**src/rtl/rx_cmd_sequencer.sv**
```systemverilog
// rx_cmd_sequencer
//   Destination-domain command sequencer for the UART-ALU system. Consumes
//   synchronized RX bytes (sync_bus qualified by enable_pulse_d), parses them
//   into command frames, drives the register file and ALU, and returns read or
//   ALU results byte-wise to the TX path over a valid/busy handshake.
//
//   Commands (first byte of a frame):
//     0xAA addr data      register-file write
//     0xBB addr           register-file read, one response byte
//     0xCC opA opB fun    write opA@0, opB@1, run ALU, two response bytes
//     0xDD fun            run ALU on current operands, two response bytes
//
// Ports
//   dest_clk, dest_rst           clock (rising edge), async active-low reset
//   sync_bus, enable_pulse_d     synchronized RX byte and its one-cycle strobe
//   rf_wr_en, rf_rd_en           register-file write / read strobes
//   rf_addr, rf_wr_data          register-file address / write data
//   rf_rd_data, rf_rd_valid      register-file read response
//   alu_en, alu_fun              ALU start strobe and function code
//   alu_out, alu_out_valid       ALU result
//   clk_gate_en                  ALU clock-gate enable
//   tx_data, tx_valid, tx_busy   response byte handshake to TX path
//   frame_err                    one-cycle pulse: illegal command or overrun byte
module rx_cmd_sequencer #(
    parameter int DATA_WIDTH    = 8,
    parameter int ADDR_WIDTH    = 4,
    parameter int FUN_WIDTH     = 4,
    parameter int ALU_OUT_WIDTH = 16
) (
    input  logic                     dest_clk,
    input  logic                     dest_rst,
    input  logic [DATA_WIDTH-1:0]    sync_bus,
    input  logic                     enable_pulse_d,
    output logic                     rf_wr_en,
    output logic                     rf_rd_en,
    output logic [ADDR_WIDTH-1:0]    rf_addr,
    output logic [DATA_WIDTH-1:0]    rf_wr_data,
    input  logic [DATA_WIDTH-1:0]    rf_rd_data,
    input  logic                     rf_rd_valid,
    output logic                     alu_en,
    output logic [FUN_WIDTH-1:0]     alu_fun,
    input  logic [ALU_OUT_WIDTH-1:0] alu_out,
    input  logic                     alu_out_valid,
    output logic                     clk_gate_en,
    output logic [DATA_WIDTH-1:0]    tx_data,
    output logic                     tx_valid,
    input  logic                     tx_busy,
    output logic                     frame_err
);

    localparam logic [DATA_WIDTH-1:0] CMD_WR      = DATA_WIDTH'(8'hAA);
    localparam logic [DATA_WIDTH-1:0] CMD_RD      = DATA_WIDTH'(8'hBB);
    localparam logic [DATA_WIDTH-1:0] CMD_ALU_OP  = DATA_WIDTH'(8'hCC);
    localparam logic [DATA_WIDTH-1:0] CMD_ALU_NOP = DATA_WIDTH'(8'hDD);

    typedef enum logic [3:0] {
        IDLE, GET_ADDR, GET_WDATA, GET_OPA, GET_OPB, GET_FUN,
        RF_RD, WAIT_RD, ALU_ISSUE, WAIT_ALU, SEND_LO, SEND_HI
    } state_t;

    state_t                   state, state_nxt;
    logic                     is_read;       // current frame is 0xBB: GET_ADDR leads to a read, one TX byte
    logic [ALU_OUT_WIDTH-1:0] result;        // captured read data or ALU result
    logic                     frame_err_nxt;
    logic                     tx_xfer;

    assign tx_xfer = tx_valid && !tx_busy;

    // State register
    always_ff @(posedge dest_clk or negedge dest_rst) begin
        if (!dest_rst) state <= IDLE;
        else           state <= state_nxt;
    end

    // Next-state and state-decoded outputs
    always_comb begin
        state_nxt     = state;
        frame_err_nxt = 1'b0;
        rf_rd_en      = 1'b0;
        alu_en        = 1'b0;
        clk_gate_en   = 1'b0;
        case (state)
            IDLE: begin
                if (enable_pulse_d) begin
                    case (sync_bus)
                        CMD_WR, CMD_RD: state_nxt = GET_ADDR;
                        CMD_ALU_OP:     state_nxt = GET_OPA;
                        CMD_ALU_NOP:    state_nxt = GET_FUN;
                        default:        frame_err_nxt = 1'b1;
                    endcase
                end
            end
            GET_ADDR:  if (enable_pulse_d) state_nxt = is_read ? RF_RD : GET_WDATA;
            GET_WDATA: if (enable_pulse_d) state_nxt = IDLE;
            GET_OPA:   if (enable_pulse_d) state_nxt = GET_OPB;
            GET_OPB:   if (enable_pulse_d) state_nxt = GET_FUN;
            GET_FUN: begin
                clk_gate_en = 1'b1;
                if (enable_pulse_d) state_nxt = ALU_ISSUE;
            end
            RF_RD: begin
                rf_rd_en      = 1'b1;
                frame_err_nxt = enable_pulse_d;
                state_nxt     = WAIT_RD;
            end
            WAIT_RD: begin
                frame_err_nxt = enable_pulse_d;
                if (rf_rd_valid) state_nxt = SEND_LO;
            end
            ALU_ISSUE: begin
                alu_en        = 1'b1;
                clk_gate_en   = 1'b1;
                frame_err_nxt = enable_pulse_d;
                state_nxt     = WAIT_ALU;
            end
            WAIT_ALU: begin
                clk_gate_en   = 1'b1;
                frame_err_nxt = enable_pulse_d;
                if (alu_out_valid) state_nxt = SEND_LO;
            end
            SEND_LO: begin
                frame_err_nxt = enable_pulse_d;
                if (tx_xfer) state_nxt = is_read ? IDLE : SEND_HI;
            end
            SEND_HI: begin
                frame_err_nxt = enable_pulse_d;
                if (tx_xfer) state_nxt = IDLE;
            end
            default: state_nxt = IDLE;
        endcase
    end

    // Registered outputs and datapath
    always_ff @(posedge dest_clk or negedge dest_rst) begin
        if (!dest_rst) begin
            rf_wr_en   <= 1'b0;
            rf_addr    <= '0;
            rf_wr_data <= '0;
            alu_fun    <= '0;
            result     <= '0;
            tx_data    <= '0;
            tx_valid   <= 1'b0;
            frame_err  <= 1'b0;
            is_read    <= 1'b0;
        end else begin
            rf_wr_en  <= 1'b0;
            frame_err <= frame_err_nxt;
            case (state)
                IDLE: if (enable_pulse_d) is_read <= (sync_bus == CMD_RD);
                GET_ADDR: if (enable_pulse_d) rf_addr <= sync_bus[ADDR_WIDTH-1:0];
                GET_WDATA: begin
                    if (enable_pulse_d) begin
                        rf_wr_data <= sync_bus;
                        rf_wr_en   <= 1'b1;
                    end
                end
                GET_OPA: begin
                    if (enable_pulse_d) begin
                        rf_addr    <= '0;
                        rf_wr_data <= sync_bus;
                        rf_wr_en   <= 1'b1;
                    end
                end
                GET_OPB: begin
                    if (enable_pulse_d) begin
                        rf_addr    <= ADDR_WIDTH'(1);
                        rf_wr_data <= sync_bus;
                        rf_wr_en   <= 1'b1;
                    end
                end
                GET_FUN: if (enable_pulse_d) alu_fun <= sync_bus[FUN_WIDTH-1:0];
                WAIT_RD: begin
                    if (rf_rd_valid)
                        result <= {{(ALU_OUT_WIDTH-DATA_WIDTH){1'b0}}, rf_rd_data};
                end
                WAIT_ALU: if (alu_out_valid) result <= alu_out;
                // Each SEND state spends its first cycle with tx_valid low, which
                // provides the mandatory idle gap between bytes; tx_data is only
                // loaded while tx_valid is low, so it cannot change under a stall.
                SEND_LO, SEND_HI: begin
                    if (tx_valid) begin
                        if (!tx_busy) tx_valid <= 1'b0;
                    end else begin
                        tx_valid <= 1'b1;
                        tx_data  <= (state == SEND_LO) ? result[DATA_WIDTH-1:0]
                                                       : result[DATA_WIDTH +: DATA_WIDTH];
                    end
                end
                default: ;
            endcase
        end
    end

endmodule

```
**config.mk**
```make
export PLATFORM = sky130hd
export DESIGN_NAME = rx_cmd_sequencer
export DESIGN_NICKNAME = d
export VERILOG_FILES = /design/src/rtl/rx_cmd_sequencer.sv
export SDC_FILE = /design/constraint.sdc
export NUM_CORES = 1
export LEC_CHECK = 0
export CORE_MARGIN = 10
export CORE_UTILIZATION = 32
export CTS_CLUSTER_DIAMETER = 120
export DETAILED_ROUTE_END_ITERATION = 12
export GPL_TIMING_DRIVEN = 0
export PLACE_DENSITY = 0.6
export SLEW_MARGIN = 10
export SYNTH_ARGS = -nofsm -noshare
export SYNTH_HDL_FRONTEND = slang
export SYNTH_SLANG_ARGS = --single-unit
```
**constraint.sdc**
```tcl
create_clock -name dest_clk -period 4 [get_ports dest_clk]
set_input_delay 0.8 -clock dest_clk [delete_from_list [all_inputs] [get_ports dest_clk]]
set_output_delay 0.8 -clock dest_clk [all_outputs]
set_load 0.01 [all_outputs]
```
==> flow_summary.toml, run 1 <==
[job]
maxCapViolCount = 0

[timing]
worst_pin_slew_ps = 435
fin_crit_ps = 2880
finalSetupViolations = 0
fmaxAchievable_mhz = 347
setup-tns-final_ps = 0
final-hold-violation-count = 0
slew-limit-headroom = 0.710
slew_violations = 0
rsz0062_at_grt = "no"
fin_crit_sh = 0.720
clock_skew_ps = 9.22

[yosys]
synth-xor-area-share = 0.00354
syn_avg_cell_area_um2 = 11.9
synth_top_family_by_area = "compound AO/OA/AOI/OAI gates"
synth_nets = 245
synth-seq-area-share = 0.486
synth-seq-cells = 48
synth_adder_area_share = 0
ys_async_sr_fraction = 1.00
synth_edf_count = 0
yosysWarnings = 0
synth_compound_area_frac = 0.178
yosysUniqueCellTypes = 50
synth-simple-area-share = 0.151
syn_inst = 207
synth_area_mm2 = 0.00247
synth_ff_type = "dfrtp_1"
synthMuxAreaShare = 0.134

[floorplan]
die_area_mm2 = 0.0116
top_level_ports = 68
initial_utilization = 0.335
dieHeight_um = 108
die_x_um = 108
coreArea_mm2 = 0.00737
num_rows = 31

[global_route]
antenna_found_initial = 0
grt-ovfl-total = 0
grt_pass1_wl_mm = 10.6
grt_pass1_vias = 2001
grt_max_degree = 33
grt.total_usage = 0.113

[cts]
cts.sinks = 48
post-cts-setup-buffers = 0
holdBufCountCts = 0
cts_buffers = 5
tritoncts = "built"
clk-insertion-delay-late_ps = 300
clk_pin_slew_ps = 90
root_buffer = "clkbuf_8"
clockBufferDepth = 2
cts_resized = 0
h-tree-depth = 2

[critical_path]
path_class = "flip-flop to primary output"
crit_arrival_ps = 2080
path_max_fanout = 10
end_kind = "primary output"
r2r-start = "state[1]"
startpoint = "state[3]"
r2r_end = "state[2]"
r2r_slack_ps = 2270
reg2reg_depth = 5
critPathLaunchType = "flip-flop"
required_ps = 3200
cp-endpoint = "clk_gate_en"

[layout]
layout-drive-gt1-share = 0.212
layout_common_cells = "66 x clkdlybuf4s50_1, 48 x dfrtp_1, 18 x mux2i_1, 13 x nand2_1, 13 x nor2_1"
antenna_cells_inserted = 0
final_util = 0.457
nets = 320
fin_cells = 382
mostFrequentLayoutCell = "clkdlybuf4s50_1"
area_growth_pct = 36.4

[pwr]
p_leak_uw = 0.00139
power.total_uw = 2290
p_per_area_mw_per_mm2 = 679
irDropWorstVdd_mv = 0.307

[route]
drt_iter0_markers = 115
route.detailed.drc = 0
viasPerCell = 4.96
ant_nets = 0
dr_wl_met3_um = 507
vias = 1896
wl_met1_mm = 2.90
wl_met2_mm = 2.90
finalWirelength_mm = 6.38
top_layer = "met4"
firstDrtPassIters = 4
wl_per_cell_um = 16.7

[placed_design]
dp_hpwl_mm = 4.94
placedCellCount = 374
gp_congestion = 0.769
port_buffers = 67

[outcome]
status = "finished clean"

[worst_hold_path]
hp-class = "input pin to asynchronous set/reset pin"
## worst min-delay path by stage
stage	start	end	cells past startpoint
2_1_floorplan	result[0]	result[0]	2
3_3_place_gp	result[6]	result[6]	2
3_5_place_dp	result[5]	result[5]	2
4_1_cts	dest_rst	alu_fun[3]	1
5_1_grt	dest_rst	result[15]	1
6_report	dest_rst	alu_fun[3]	1
## per-layer routing
layer,track usage,vias up
li1,-,908
met1,0.147,927
met2,0.174,53
met3,0.0443,8
met4,0.0239,0
met5,0,-
## sequential cells by signal, indices dropped and copies added, names as in the netlist, 4 cells and up
signal and count:
rf_wr_data 8, alu_fun 4, state 4, tx_data 8
rf_addr 4, result 16
## critical path, stage by stage, from the launching register on
cell             delay [ps]
dfrtp_1                 470
buf_4                   210
and2b_1                 290
nand2_1                 100
a21oi_1                 160
clkdlybuf4s50_1         560
## kinds of logic (layout without fill, tap and decap cells)
group	Yosys count	in the layout
xor+xnor	1	1
simple gates	57	57
mux	31	31
compound gates	54	54
flops	48	48
buf+inv	16	92
## metrics by stage
stage / setup slack [ps] / cell area (um^2) / hold slack [ps]
after floorplan: 2060 / 2470 / 449
after global placement: 663 / 3270 / 475
after detailed placement: 1360 / 3280 / 482
after CTS: 1100 / 3370 / 433
after global routing: 995 / 3370 / 432
final: 1120 / 3370 / 425
## synth_stat cells, types with 4 or more instances
cell | count | share of area
dfrtp_1 | 48 | 0.49
mux2i_1 | 18 | 0.073
nand2_1 | 13 | 0.020
nor2_1 | 13 | 0.020
a21oi_1 | 11 | 0.022
mux2_2 | 11 | 0.050
o21ai_0 | 11 | 0.022
a22o_2 | 8 | 0.032
o2bb2ai_1 | 5 | 0.018
buf_4 | 4 | 0.012
buf_6 | 4 | 0.018
nand2b_1 | 4 | 0.010
## layout make-up
class,instances,area (um^2)
fillers,719,4000
flip-flops and latches,48,1200
multi-input cells,143,1150
repair buffers,68,686
well taps,99,124
plain buffers,12,103
clock buffers,5,68.8
clock inverters,3,21.3
inverters,4,15.0
## report_power, final
| part | internal [uW] | leakage [uW] | switching [uW] | total (uW) |
|---|---|---|---|---|
| clock network | 124 | 0.0000445 | 175 | 299 |
| registers | 711 | 0.000598 | 148 | 859 |
| logic | 632 | 0.000746 | 500 | 1130 |
| total | 1470 | 0.00139 | 823 | 2290 |
(Power assumes the default switching activity.)
==> run 2: changes to the inputs <==
--- a/config.mk
+++ b/config.mk
@@ -10,7 +10,7 @@
 export CTS_CLUSTER_DIAMETER = 120
 export DETAILED_ROUTE_END_ITERATION = 12
 export GPL_TIMING_DRIVEN = 0
-export PLACE_DENSITY = 0.6
+export PLACE_DENSITY = 0.62
 export SLEW_MARGIN = 10
 export SYNTH_ARGS = -nofsm -noshare
 export SYNTH_HDL_FRONTEND = slang
==> constraint.sdc (replaced) <==
create_clock -name dest_clk -period 2.35 [get_ports dest_clk]
set_input_delay 0.47 -clock dest_clk [delete_from_list [all_inputs] [get_ports dest_clk]]
set_output_delay 0.47 -clock dest_clk [all_outputs]
set_load 0.01 [all_outputs]
==> run 2 against run 1 <==
Non-clock buffer count is the same; total power grew 79%; highest routed layer unchanged; first-iteration DRC count shrank 21%.
==> flow_summary.toml, run 2 (same netlist as run 1, synthesis figures left out) <==
[placed_design]
place_area_mm2 = 0.00328
placedCellCount = 374
gp_congestion = 0.809
port_buffers = 67
dp_hpwl_mm = 4.96

[route]
viasPerCell = 4.82
wl_per_cell_um = 16.6
firstDrtPassIters = 4
ant_nets = 0
route.detailed.drc = 0
drt_iter0_markers = 91
finalWirelength_mm = 6.35
vias = 1842

[cts]
clk-insertion-delay-late_ps = 300
clockBufferDepth = 2
h-tree-depth = 2
clk_pin_slew_ps = 100
holdBufCountCts = 0
tritoncts = "built"
root_buffer = "clkbuf_8"
cts.sinks = 48
post-cts-setup-buffers = 0
cts_buffers = 5

[layout]
layout-drive-gt1-share = 0.219
largest_reg_flops = 16
area_growth_pct = 38.4
fin_area_mm2 = 0.00342
antenna_cells_inserted = 0
nets = 320
fin_cells = 382
nFillCells = 689
top_register = "result"
layout_common_cells = "63 x clkdlybuf4s50_1, 47 x dfrtp_1, 18 x mux2i_1, 13 x nand2_1, 13 x nor2_1"
mostFrequentLayoutCell = "clkdlybuf4s50_1"
seqCellArea_mm2 = 0.00120
multiInputGateArea_mm2 = 0.00115
largestRegisters = "result: 16 flops, rf_wr_data: 8 flops, tx_data: 8 flops"

[timing]
finalSetupViolations = 0
final-hold-violation-count = 0
clock_skew_ps = 8.27
rsz0062_at_grt = "no"
fin_crit_ps = 2190
worst_pin_slew_ps = 415
slew_violations = 0
setup-tns-final_ps = 0
slew-limit-headroom = 0.720
fmaxAchievable_mhz = 457
fin_crit_sh = 0.931

[floorplan]
num_rows = 31
die_area_mm2 = 0.0116
die_x_um = 108
dieHeight_um = 108
top_level_ports = 68
initial_utilization = 0.335
coreArea_mm2 = 0.00737

[global_route]
grt-ovfl-total = 0
antenna_found_initial = 0
grt_max_degree = 36
grt_pass1_wl_mm = 10.6
grt_pass1_vias = 2050
grt.total_usage = 0.113

[pwr]
irDropWorstVdd_mv = 0.538
p_comb_frac = 0.468
power.share.switching = 0.339
internal_power_uw = 2710
sequentialPowerShare = 0.357
p_per_area_mw_per_mm2 = 1200
pwr-share-clk = 0.175
p_sw_uw = 1390
p_leak_uw = 0.00144

[job]
maxCapViolCount = 0

[critical_path]
path_class = "flip-flop to primary output"
critPathLaunchType = "flip-flop"
end_kind = "primary output"
crit_arrival_ps = 1720
path_max_fanout = 10
required_ps = 1880

[worst_hold_path]
hp-class = "input pin to asynchronous set/reset pin"

[outcome]
status = "finished clean"
==> run 2: cell count changes in the layout (fill, tap and decap cells not counted), sizes merged <==
cell | before | now
bufinv | 0 | 2
clkdlybuf4s50 | 66 | 63
clkinv | 1 | 0
clkinvlp | 1 | 0
dlygate4sd2 | 0 | 2
dlymetal6s2s | 0 | 1
==> run 2: worst paths after layout <==
check | to | depth (start not counted) | slack (ps) | start
worst max-delay path | clk_gate_en | 5 | 160 | state[3]
worst min-delay path | rf_wr_data[5] | 1 | 60 | dest_rst
worst max register to register | state[2] | 5 | 640 | state[1]
worst min register to register | result[5] | 2 | 510 | result[5]
max in group asynchronous | state[3] | 2 | 1770 | dest_rst
min in group dest_clk | result[5] | 2 | 510 | result[5]
==> run 2: power by group through the flow <==
stage                     sequential (uW)  clock, uW  combinational, uW
after floorplan                      1540          0               1040
after global placement               1460          0               1930
after detailed placement             1480          0               1940
after CTS                            1470        744               1950
after global routing                 1520        783               2100
final                                1460        719               1920
==> run 2: critical path: stages, from the launching register on <==
cell and delay, ps:
dfrtp_2 460, buf_4 190, and2b_2 270, nand2_1 80
a21oi_1 140, dlygate4sd2_1 280
==> run 2: repair_timing <==
item | 4_1_cts | 5_1_grt
endpoints found under the setup margin | 2 | 1
pin swaps | 0 | 0
gates resized for setup | 4 | 1
hold endpoints to repair | 0 | 0
==> run 2: through the flow <==
step           power, uW  hold WS [ps]  utilization  worst slack [ps]
6_report            4100          61.9        0.464               162
5_1_grt             4400          60.9        0.464              59.7
4_1_cts             4160          63.9        0.464              35.1
3_5_place_dp        3420           404        0.445              78.1
3_3_place_gp        3400           478        0.443              -608
2_1_floorplan       2580           174            -               742
==> run 2: routing by layer <==
layer | global-route usage | share of wire | up-vias
met3 | 0.0497 | 0.088 | 7
met5 | 0 | 0 | -
met1 | 0.130 | 0.42 | 877
li1 | - | - | 910
met2 | 0.186 | 0.48 | 48
met4 | 0.0296 | 0.0099 | 0
==> run 2: area by class of cell <==
class,count,area share
sequential,48,0.351
multi-input combinational,143,0.337
timing repair buffer,68,0.200
tap,99,0.0362
buffer,12,0.0300
clock buffer,5,0.0201
clock inverter,3,0.0201
inverter,4,0.00439
==> run 3: changes to the inputs <==
--- a/config.mk
+++ b/config.mk
@@ -5,12 +5,14 @@
 export SDC_FILE = /design/constraint.sdc
 export NUM_CORES = 1
 export LEC_CHECK = 0
-export CORE_MARGIN = 10
+export CORE_MARGIN = 2
 export CORE_UTILIZATION = 32
 export CTS_CLUSTER_DIAMETER = 120
 export DETAILED_ROUTE_END_ITERATION = 12
+export GPL_ROUTABILITY_DRIVEN = 0
 export GPL_TIMING_DRIVEN = 0
 export PLACE_DENSITY = 0.62
+export REMOVE_ABC_BUFFERS = 1
 export SLEW_MARGIN = 10
 export SYNTH_ARGS = -nofsm -noshare
 export SYNTH_HDL_FRONTEND = slang
==> run 3 against run 2 <==
Clock power down 13%; cell area down 1.6%; sequential cell count unchanged; clock-buffer cell count unchanged; maximum frequency down 3.2%; critical path type unchanged; highest routed layer unchanged.
==> flow_summary.toml, run 3 (same netlist as run 1, synthesis figures left out) <==
[cts]
clk-insertion-delay-late_ps = 310
tritoncts = "built"
clk_pin_slew_ps = 100
h-tree-depth = 2
clockBufferDepth = 2
cts.sinks = 48
cts_buffers = 5
root_buffer = "clkbuf_8"

[layout]
layout_common_cells = "64 x clkdlybuf4s50_1, 44 x dfrtp_1, 18 x mux2i_1, 13 x nand2_1, 13 x nor2_1"
largestRegisters = "result: 16 flops, rf_wr_data: 8 flops, tx_data: 8 flops"
area_growth_pct = 36.3
fin_cells = 379
layout-drive-gt1-share = 0.224
nFillCells = 729
final_util = 0.443
fin_area_mm2 = 0.00337
top_register = "result"
antenna_cells_inserted = 0
mostFrequentLayoutCell = "clkdlybuf4s50_1"
nets = 314
largest_reg_flops = 16

[route]
wl_per_cell_um = 15.2
finalWirelength_mm = 5.76
firstDrtPassIters = 4
viasPerCell = 4.91
vias = 1860
route.detailed.drc = 0
drt_iter0_markers = 71
ant_nets = 0

[critical_path]
crit_buf_inv = 1
crit_arrival_ps = 1790
cp_cell_sequence = "and2b_2 > nand2_1 > a21oi_1 > clkdlybuf4s50_1"
required_ps = 1880
path_max_fanout = 5
crit_path_max_incr_delay_ps = 550
end_kind = "primary output"
reg2reg_depth = 4
cp.depth = 4
path_class = "flip-flop to primary output"
r2r_slack_ps = 160
critPathLaunchType = "flip-flop"
crit_family = "buffers and inverters"
slowest_stage = "clkdlybuf4s50_1"

[timing]
worst_pin_slew_ps = 994
slew-limit-headroom = 0.333
fin_crit_ps = 2260
finalSetupViolations = 0
clock_skew_ps = 7.15
fin_crit_sh = 0.962
fmaxAchievable_mhz = 442
final-hold-violation-count = 0
hold_slack_ps = 82.8
slew_violations = 0
rsz0062_at_grt = "no"
setup_slack_ps = 89.7

[worst_hold_path]
hp-class = "input pin to asynchronous set/reset pin"

[placed_design]
placedCellCount = 366
dp_hpwl_mm = 3.96
port_buffers = 67
place_ws_ps = -119
place_area_mm2 = 0.00319

[global_route]
grt_max_degree = 33
grt_pass1_wl_mm = 9.43
grt-ovfl-total = 0
antenna_found_initial = 0
grt.total_usage = 0.143
grt_pass1_vias = 1895

[pwr]
irDropWorstVdd_mv = 0.551
p_leak_uw = 0.00140
p_per_area_mw_per_mm2 = 1180

[floorplan]
die_area_mm2 = 0.00844
coreArea_mm2 = 0.00761
num_rows = 32
die_x_um = 91.9
initial_utilization = 0.325
top_level_ports = 68
dieHeight_um = 91.9

[outcome]
status = "finished clean"

[job]
maxCapViolCount = 0
==> run 3: cell type report <==
cell class | count | area (um^2) | share of cell area
clock inverter | 3 | 47.5 | 0.0141
tap | 102 | 128 | 0.0379
inverter | 4 | 15.0 | 0.00446
sequential | 48 | 1210 | 0.360
clock buffer | 5 | 68.8 | 0.0204
multi-input combinational | 143 | 1160 | 0.345
timing repair buffer | 74 | 736 | 0.219
==> run 3: where the power goes <==
part / leakage, uW / total (uW) / internal, uW / switching, uW
registers: 0.000592 / 1520 / 1220 / 300
clock network: 0.0000583 / 624 / 321 / 303
logic: 0.000751 / 1820 / 1050 / 776
==> run 3: final timing paths <==
path	start	endpoint
setup / recovery	state[3]	clk_gate_en
hold / removal	dest_rst	tx_data[6]
setup reg to reg	state[0]	result[10]
hold reg to reg	result[5]	result[5]
max in group asynchronous	dest_rst	rf_addr[0]
min in group dest_clk	result[5]	result[5]
==> run 3: routing by layer <==
| layer | track usage | wire length, um | up-vias | share of wire |
|---|---|---|---|---|
| li1 | - | - | 892 | - |
| met1 | 0.195 | 2820 | 887 | 0.49 |
| met2 | 0.214 | 2390 | 73 | 0.41 |
| met3 | 0.0493 | 477 | 8 | 0.083 |
| met4 | 0.0448 | 77 | 0 | 0.013 |
| met5 | 0 | 0 | - | 0 |
==> run 3: timing repair <==
item | 4_1_cts | 5_1_grt
setup endpoints to repair | 19 | 3
gates resized for setup | 6 | 4
buffers inserted | 5 | 0
hold buffers | 0 | 0
==> run 3: through the flow <==
stage | total power [uW] | setup TNS [ps]
final | 3970 | 0
after global routing | 4240 | 0
after CTS | 4010 | 0
after detailed placement | 3300 | -1400
after global placement | 3260 | -37670
after floorplan | 2490 | 0
==> patch 1 (config.mk and constraints of run 3) <==
Register the inputs `sync_bus`, `rf_rd_data`, `rf_rd_valid`, `alu_out`, `alu_out_valid` and `tx_busy` before use, without a reset. The logic sees them one clock later. The other inputs are not delayed to match. Comments in the files are not updated.
--- a/src/rtl/rx_cmd_sequencer.sv
+++ b/src/rtl/rx_cmd_sequencer.sv
@@ -60,2 +60,18 @@
 
+    logic [DATA_WIDTH-1:0] sync_bus_q;
+    logic [DATA_WIDTH-1:0] rf_rd_data_q;
+    logic rf_rd_valid_q;
+    logic [ALU_OUT_WIDTH-1:0] alu_out_q;
+    logic alu_out_valid_q;
+    logic tx_busy_q;
+
+    always_ff @(posedge dest_clk) begin
+        sync_bus_q      <= sync_bus;
+        rf_rd_data_q    <= rf_rd_data;
+        rf_rd_valid_q   <= rf_rd_valid;
+        alu_out_q       <= alu_out;
+        alu_out_valid_q <= alu_out_valid;
+        tx_busy_q       <= tx_busy;
+    end
+
     state_t                   state, state_nxt;
@@ -66,3 +82,3 @@
 
-    assign tx_xfer = tx_valid && !tx_busy;
+    assign tx_xfer = tx_valid && !tx_busy_q;
 
@@ -84,3 +100,3 @@
                 if (enable_pulse_d) begin
-                    case (sync_bus)
+                    case (sync_bus_q)
                         CMD_WR, CMD_RD: state_nxt = GET_ADDR;
@@ -107,3 +123,3 @@
                 frame_err_nxt = enable_pulse_d;
-                if (rf_rd_valid) state_nxt = SEND_LO;
+                if (rf_rd_valid_q) state_nxt = SEND_LO;
             end
@@ -118,3 +134,3 @@
                 frame_err_nxt = enable_pulse_d;
-                if (alu_out_valid) state_nxt = SEND_LO;
+                if (alu_out_valid_q) state_nxt = SEND_LO;
             end
@@ -148,7 +164,7 @@
             case (state)
-                IDLE: if (enable_pulse_d) is_read <= (sync_bus == CMD_RD);
-                GET_ADDR: if (enable_pulse_d) rf_addr <= sync_bus[ADDR_WIDTH-1:0];
+                IDLE: if (enable_pulse_d) is_read <= (sync_bus_q == CMD_RD);
+                GET_ADDR: if (enable_pulse_d) rf_addr <= sync_bus_q[ADDR_WIDTH-1:0];
                 GET_WDATA: begin
                     if (enable_pulse_d) begin
-                        rf_wr_data <= sync_bus;
+                        rf_wr_data <= sync_bus_q;
                         rf_wr_en   <= 1'b1;
@@ -159,3 +175,3 @@
                         rf_addr    <= '0;
-                        rf_wr_data <= sync_bus;
+                        rf_wr_data <= sync_bus_q;
                         rf_wr_en   <= 1'b1;
@@ -166,3 +182,3 @@
                         rf_addr    <= ADDR_WIDTH'(1);
-                        rf_wr_data <= sync_bus;
+                        rf_wr_data <= sync_bus_q;
                         rf_wr_en   <= 1'b1;
@@ -170,8 +186,8 @@
                 end
-                GET_FUN: if (enable_pulse_d) alu_fun <= sync_bus[FUN_WIDTH-1:0];
+                GET_FUN: if (enable_pulse_d) alu_fun <= sync_bus_q[FUN_WIDTH-1:0];
                 WAIT_RD: begin
-                    if (rf_rd_valid)
-                        result <= {{(ALU_OUT_WIDTH-DATA_WIDTH){1'b0}}, rf_rd_data};
-                end
-                WAIT_ALU: if (alu_out_valid) result <= alu_out;
+                    if (rf_rd_valid_q)
+                        result <= {{(ALU_OUT_WIDTH-DATA_WIDTH){1'b0}}, rf_rd_data_q};
+                end
+                WAIT_ALU: if (alu_out_valid_q) result <= alu_out_q;
                 // Each SEND state spends its first cycle with tx_valid low, which
@@ -181,3 +197,3 @@
                     if (tx_valid) begin
-                        if (!tx_busy) tx_valid <= 1'b0;
+                        if (!tx_busy_q) tx_valid <= 1'b0;
                     end else begin
Behaviour: not the same (Yosys sat finds a counterexample within 4 cycles, from zero or initial values and one cycle with dest_rst low).
==> patch 1 against run 3 <==
Total power rose by 22%; worst setup slack improved by 0.023 ns; sequential cell count rose by 35; die area rose by 20%; non-clock buffer count rose by 3; wire length rose by 5.1%; register-to-register slack improved by 0.13 ns; design area rose by 20%; area after synthesis rose by 21%; count of clock-buffer cells in the layout rose by 4; combinational power fell by 3%; synthesized cell count rose by 14%; critical path type unchanged; largest cell class unchanged.
==> patch 1: results (changes against run 3) <==
- WL/cell: 14.1 µm (-6.9%)
- Leading post-synthesis cells by instance count: 48 x dfrtp_1, 35 x dfxtp_1, 17 x mux2i_1, 16 x nand2_1, 13 x mux2_2
- Setup Viol. Count Final: 0 (unchanged)
- Met2 wire length: 3050 µm (+28%)
- Worst R2R Start: state[2]
- VDD IR max: 0.383 mV (-30%)
- Count of input and output buffers: 67 (unchanged)
- Vias/cell: 4.75 (-3.3%)
- First-pass GRT wire length: 10,100 µm (+7.4%)
- Switching pwr: 1580 µW (+15%)
- Biggest regs: alu_out_q x16, result x16
- Synth warnings: 0 (unchanged)
- Top cells by area, synth: dfrtp_1 40%, dfxtp_1 24%, mux2i_1 5.7%, mux2_2 4.9%, a22o_1 3.2%
- Worst r2r dst: state[2]
- Post-DP HPWL: 4140 µm (+4.6%)
- Nets@finish: 350 (+11%)
- Pre-CTS setup slack: -0.120 ns (-0.000370 ns)
- FF-to-FF path depth: 5 (+1)
- Skew-Pair Late Insertion Delay: 0.35 ns (+0.04 ns)
- Share of cells above drive strength 1: 17.0% (-5.3 points)
- DRT iter0 DRCs: 86 (+21%)
- Status: finished, final reports clean
- Gr usage total: 13.1% (-1.1 points)
- Initial antenna violation count: 0 (unchanged)
- CTS buffer count: 9 (+4)
- Crit-path slowest cell: dfrtp_4
- Clk pin slew, worst setup/hold paths: 0.09 ns
- Clk buf depth: 2 (unchanged)
- Critical path fanouts, max: 12 (+7)
- CP max stage delay: 0.56 ns
- Max-slew headroom at the worst pin: 30.1% (-3.3 points)
- Htree depth: 3 (+1)
- FFs w/ async S/R, synth: 57.8% (-42 points)
- Clock Tree Root: clkbuf_8
- Crit path DAT: 1.77 ns (-0.02 ns)
- Met3 wire length: 227 µm (-52%)
- Fillcell total: 868 (+19%)
- Pin count of the biggest net entering global routing: 28 (-15%)
- WL met1: 2640 µm (-6.1%)
- Top delay family on crit path: buffers and inverters
- Final Skew: 0.0118 ns (+0.00464 ns)
- First-pass DRT Iterations: 4 (unchanged)
- Netlist cell types: 46 (-8.0%)
- Flop-to-flop setup slack: 0.29 ns (+0.13 ns)
- Leakage: 0.00169 µW (+20%)
- Gr ovfl total: 0 (unchanged)
- Register area share after synthesis: 63.8% (+15 points)
- Highest Signal Layer: met4
- Ant. Diodes: 0 (unchanged)
- Vias in the first global route: 2,055 (+8.4%)
## patch 1: cell types whose count changed after synthesis, sizes merged, moves of 4 or more
cell            run 3  this run
dfxtp               0        35
nor2               14        10
nor2b               3         7
o21ai              16        12
o2bb2ai             5         1
## patch 1: metrics by stage
step | instance area (µm²) | hold slack [ns] | instances | power [µW] | util (%)
3_3_place_gp | 3730 | 0.431 | 402 | 3780 | 40.7
5_1_grt | 4030 | 0.111 | 428 | 5190 | 44.0
3_5_place_dp | 3770 | 0.431 | 405 | 3850 | 41.2
4_1_cts | 4010 | 0.103 | 426 | 4890 | 43.8
6_report | 4030 | 0.0900 | 428 | 4840 | 44.0
2_1_floorplan | 2920 | 0.174 | 224 | 3020 | -
## patch 1: worst register-to-register path, stage by stage, from the launching register on
cell and delay, ns:
dfrtp_2 0.45, buf_4 0.16, or4b_1 0.55, a21o_1 0.24, o211ai_1 0.20, mux2_1 0.36
## patch 1: repair_timing
action / in CTS / in global routing
endpoints found under the setup margin: 3 / 2
hold buffers: 0 / 0
setup buffers: 5 / 2
resized for setup: 8 / 2
## patch 1: power groups by stage
stage	registers [µW]	logic [µW]	clock network, µW
floorplan	2240	785	0
global placement	2200	1580	0
detailed placement	2220	1630	0
CTS	2140	1770	986
global route	2200	1940	1060
finish	2130	1760	946
## patch 1: worst max-delay path by stage
| stage | start | endpoint | slack, ns | cells past startpoint |
|---|---|---|---|---|
| final | state[0] | rf_rd_en | 0.11 | 3 |
| after global routing | state[1] | rf_rd_en | 0.05 | 2 |
| after CTS | state[0] | rf_rd_en | 0.05 | 3 |
| after detailed placement | state[2] | clk_gate_en | -0.12 | 4 |
| after global placement | state[0] | result[13] | -0.99 | 4 |
| after floorplan | state[0] | result[10] | -0.05 | 4 |
## patch 1: area by class of cell
class,count,area [µm²],share of cell area (%)
clock inverter,7,58.8,1.46
clock buffer,9,124,3.08
timing repair buffer,77,759,18.9
inverter,2,7.51,0.186
sequential,83,1910,47.4
multi-input combinational,139,1030,25.5
tap,111,139,3.45
## patch 1: logic make-up (layout without fill, tap and decap cells)
logic type	after synthesis	in the layout	share of synthesized area (%)
muxes	32	32	11.4
buffers and inverters	14	95	2.27
and+or+nand+nor	58	58	11.2
AOI/OAI and AO/OA	49	49	11.3
DFF	83	83	63.8
## patch 1: metal layers
metal	vias up	global-route usage, %
met5	-	0
met4	0	6.64
met3	12	2.64
met2	47	21.4
met1	981	16.7
li1	992	-
==> patch 2 (config.mk and constraints of run 3) <==
Without the edit above. `ADDR_WIDTH`: 4 -> 3.
--- a/src/rtl/rx_cmd_sequencer.sv
+++ b/src/rtl/rx_cmd_sequencer.sv
@@ -25,3 +25,3 @@
     parameter int DATA_WIDTH    = 8,
-    parameter int ADDR_WIDTH    = 4,
+    parameter int ADDR_WIDTH    = 3,
     parameter int FUN_WIDTH     = 4,
Ports: changed (resized rf_addr); port bits go from 68 to 67. The function was not compared with the original's and may differ.
==> patch 2 against run 3 <==
Area after synthesis down 9.1%; total power down 3.7%; global-route usage down 0.75 points; worst setup slack better by 0.033 ns; design area down 6.5%; final cell count down 3.2%; sequential cell count down 1; count of clock-buffer cells in the layout unchanged; wire length down 12%; utilization up 2.1 points; largest power group unchanged.
==> patch 2: results (changes against run 3) <==
- Status: finished, final reports clean
- Fillcell total: 644 (-12%)
- CTS buffer count: 5 (unchanged)
- First-pass DRT Iterations: 4 (unchanged)
- Gr usage total: 13.5% (-0.75 points)
- Top_reg_cell synth: dfrtp_1
- Register area share after synthesis: 52.4% (+3.8 points)
- Pre-CTS setup slack: 0.0236 ns (+0.143 ns)
- Setup Viol. Count Final: 0 (unchanged)
- Synth warnings: 0 (unchanged)
- Pin count of the biggest net entering global routing: 30 (-9.1%)
- Clock Tree Root: clkbuf_8
- Vias in the first global route: 1,695 (-11%)
- Nets@finish: 308 (-1.9%)
- Final Skew: 0.00357 ns (-0.00358 ns)
- Count of input and output buffers: 66 (-1.5%)
- XOR/XNOR Fraction of Synth Area: 0.390% (+0.036 points)
- Clk pin slew, worst setup/hold paths: 0.09 ns
- DRT iter0 DRCs: 39 (-45%)
- Post-synthesis cell count: 200 (-3.4%)
- Post-synthesis adder-cell area fraction: 0% (unchanged)
- Leading post-synthesis cells by instance count: 47 x dfrtp_1, 17 x mux2i_1, 14 x mux2_2, 14 x nand2_1
- Post-DP HPWL: 3560 µm (-10%)
- Initial antenna violation count: 0 (unchanged)
- VDD IR max: 0.440 mV (-20%)
- FFs w/ async S/R, synth: 100% (unchanged)
- Htree depth: 2 (unchanged)
- Top cells by area, synth: dfrtp_1 52%, mux2i_1 7.6%, mux2_2 7.0%, a22o_1 3.9%, o21ai_0 2.7%
- Total wire length: 5090 µm (-12%)
- Leakage: 0.00131 µW (-6.8%)
- Post-synthesis compound-gate area fraction: 14.4% (-3.3 points)
- Critical path fanouts, max: 8 (+3)
- Ant. Diodes: 0 (unchanged)
- Switching pwr: 1340 µW (-3.0%)
- WL/cell: 13.9 µm (-8.8%)
- Placed cell count: 353 (-3.6%)
- Clk buf depth: 2 (unchanged)
- Biggest regs: result x16, rf_wr_data x8, tx_data x8
- Skew-Pair Late Insertion Delay: 0.30 ns
- CP max stage delay: 0.58 ns (+0.03 ns)
- Type of the worst min-delay path: in -> async
- Crit path DAT: 1.76 ns (-0.03 ns)
- First-pass GRT wire length: 8180 µm (-13%)
- Mux cell area share after synthesis: 15.1% (+1.7 points)
- Max-slew headroom at the worst pin: 34.6% (+1.2 points)
- Share of cells above drive strength 1: 15.9% (-6.5 points)
- Crit-path slowest cell: clkdlybuf4s50_1
- Number of synthesized flops with an enable pin: 0 (unchanged)
- Via count: 1,760 (-5.4%)
- Netlist cell types: 43 (-14%)
-- patch 2: per-stage QoR --
stage | area (µm²) | power, µW | util, % | hold slack, ns | setup TNS (ns)
after global routing | 3150 | 4130 | 46.3 | 0.135 | -0.00860
after detailed placement | 3000 | 3270 | 44.2 | 0.445 | 0
after global placement | 2960 | 3210 | 43.5 | 0.461 | -38.57
after floorplan | 2180 | 2450 | - | 0.174 | -0.400
final | 3150 | 3820 | 46.3 | 0.113 | 0
after CTS | 3100 | 3790 | 45.6 | 0.111 | 0
-- patch 2: path summary, 6_finish.rpt --
path | from | end | slack [ns] | depth (start not counted)
max | state[2] | clk_gate_en | 0.12 | 4
min | dest_rst | rf_wr_data[5] | 0.11 | 1
max reg2reg | state[2] | tx_data[3] | 0.27 | 5
min reg2reg | result[0] | result[0] | 0.48 | 2
max in group asynchronous | dest_rst | state[0] | 1.72 | 2
min in group dest_clk | result[0] | result[0] | 0.48 | 2
-- patch 2: worst max-delay path, delay by kind of cell, from the launching register on --
family                 cells  cell delay (ns)
buffers and inverters      1             0.58
flip-flops                 1             0.45
AND/OR/NAND/NOR            2             0.28
AO/OA/AOI/OAI              1             0.14
-- patch 2: metal layers --
metal,routed length [µm],vias up,GRT usage [%]
li1,-,868,-
met1,2290,828,16.6
met2,2330,62,22.8
met3,443,2,5.37
met4,21,0,2.52
met5,0,-,0
-- patch 2: cells by family (layout without fill, tap and decap cells) --
family                 after synthesis  count (layout)
AO/OA/AOI/OAI                       48              48
XOR/XNOR                             1               1
buffers and inverters               15              86
flip-flops                          47              47
multiplexers                        32              32
AND/OR/NAND/NOR                     57              57
-- patch 2: repair_timing --
item / CTS / global route
pin swaps: 0 / 0
endpoints found under the setup margin: 3 / 2
gates resized for setup: 6 / 1
buffers inserted: 1 / 5
-- patch 2: power by group through the flow --
stage	registers [µW]	clock network (µW)	logic [µW]
floorplan	1600	0	856
global placement	1570	0	1640
detailed placement	1580	0	1690
CTS	1560	501	1730
global route	1570	534	2030
finish	1500	476	1840
-- patch 2: final cells by class --
type / instances / share of cell area, %
flip-flops and latches: 47 / 37.6
multi-input cells: 138 / 32.0
repair buffers: 75 / 23.5
well taps: 96 / 3.82
clock buffers: 5 / 2.19
clock inverters: 3 / 0.477
inverters: 3 / 0.358
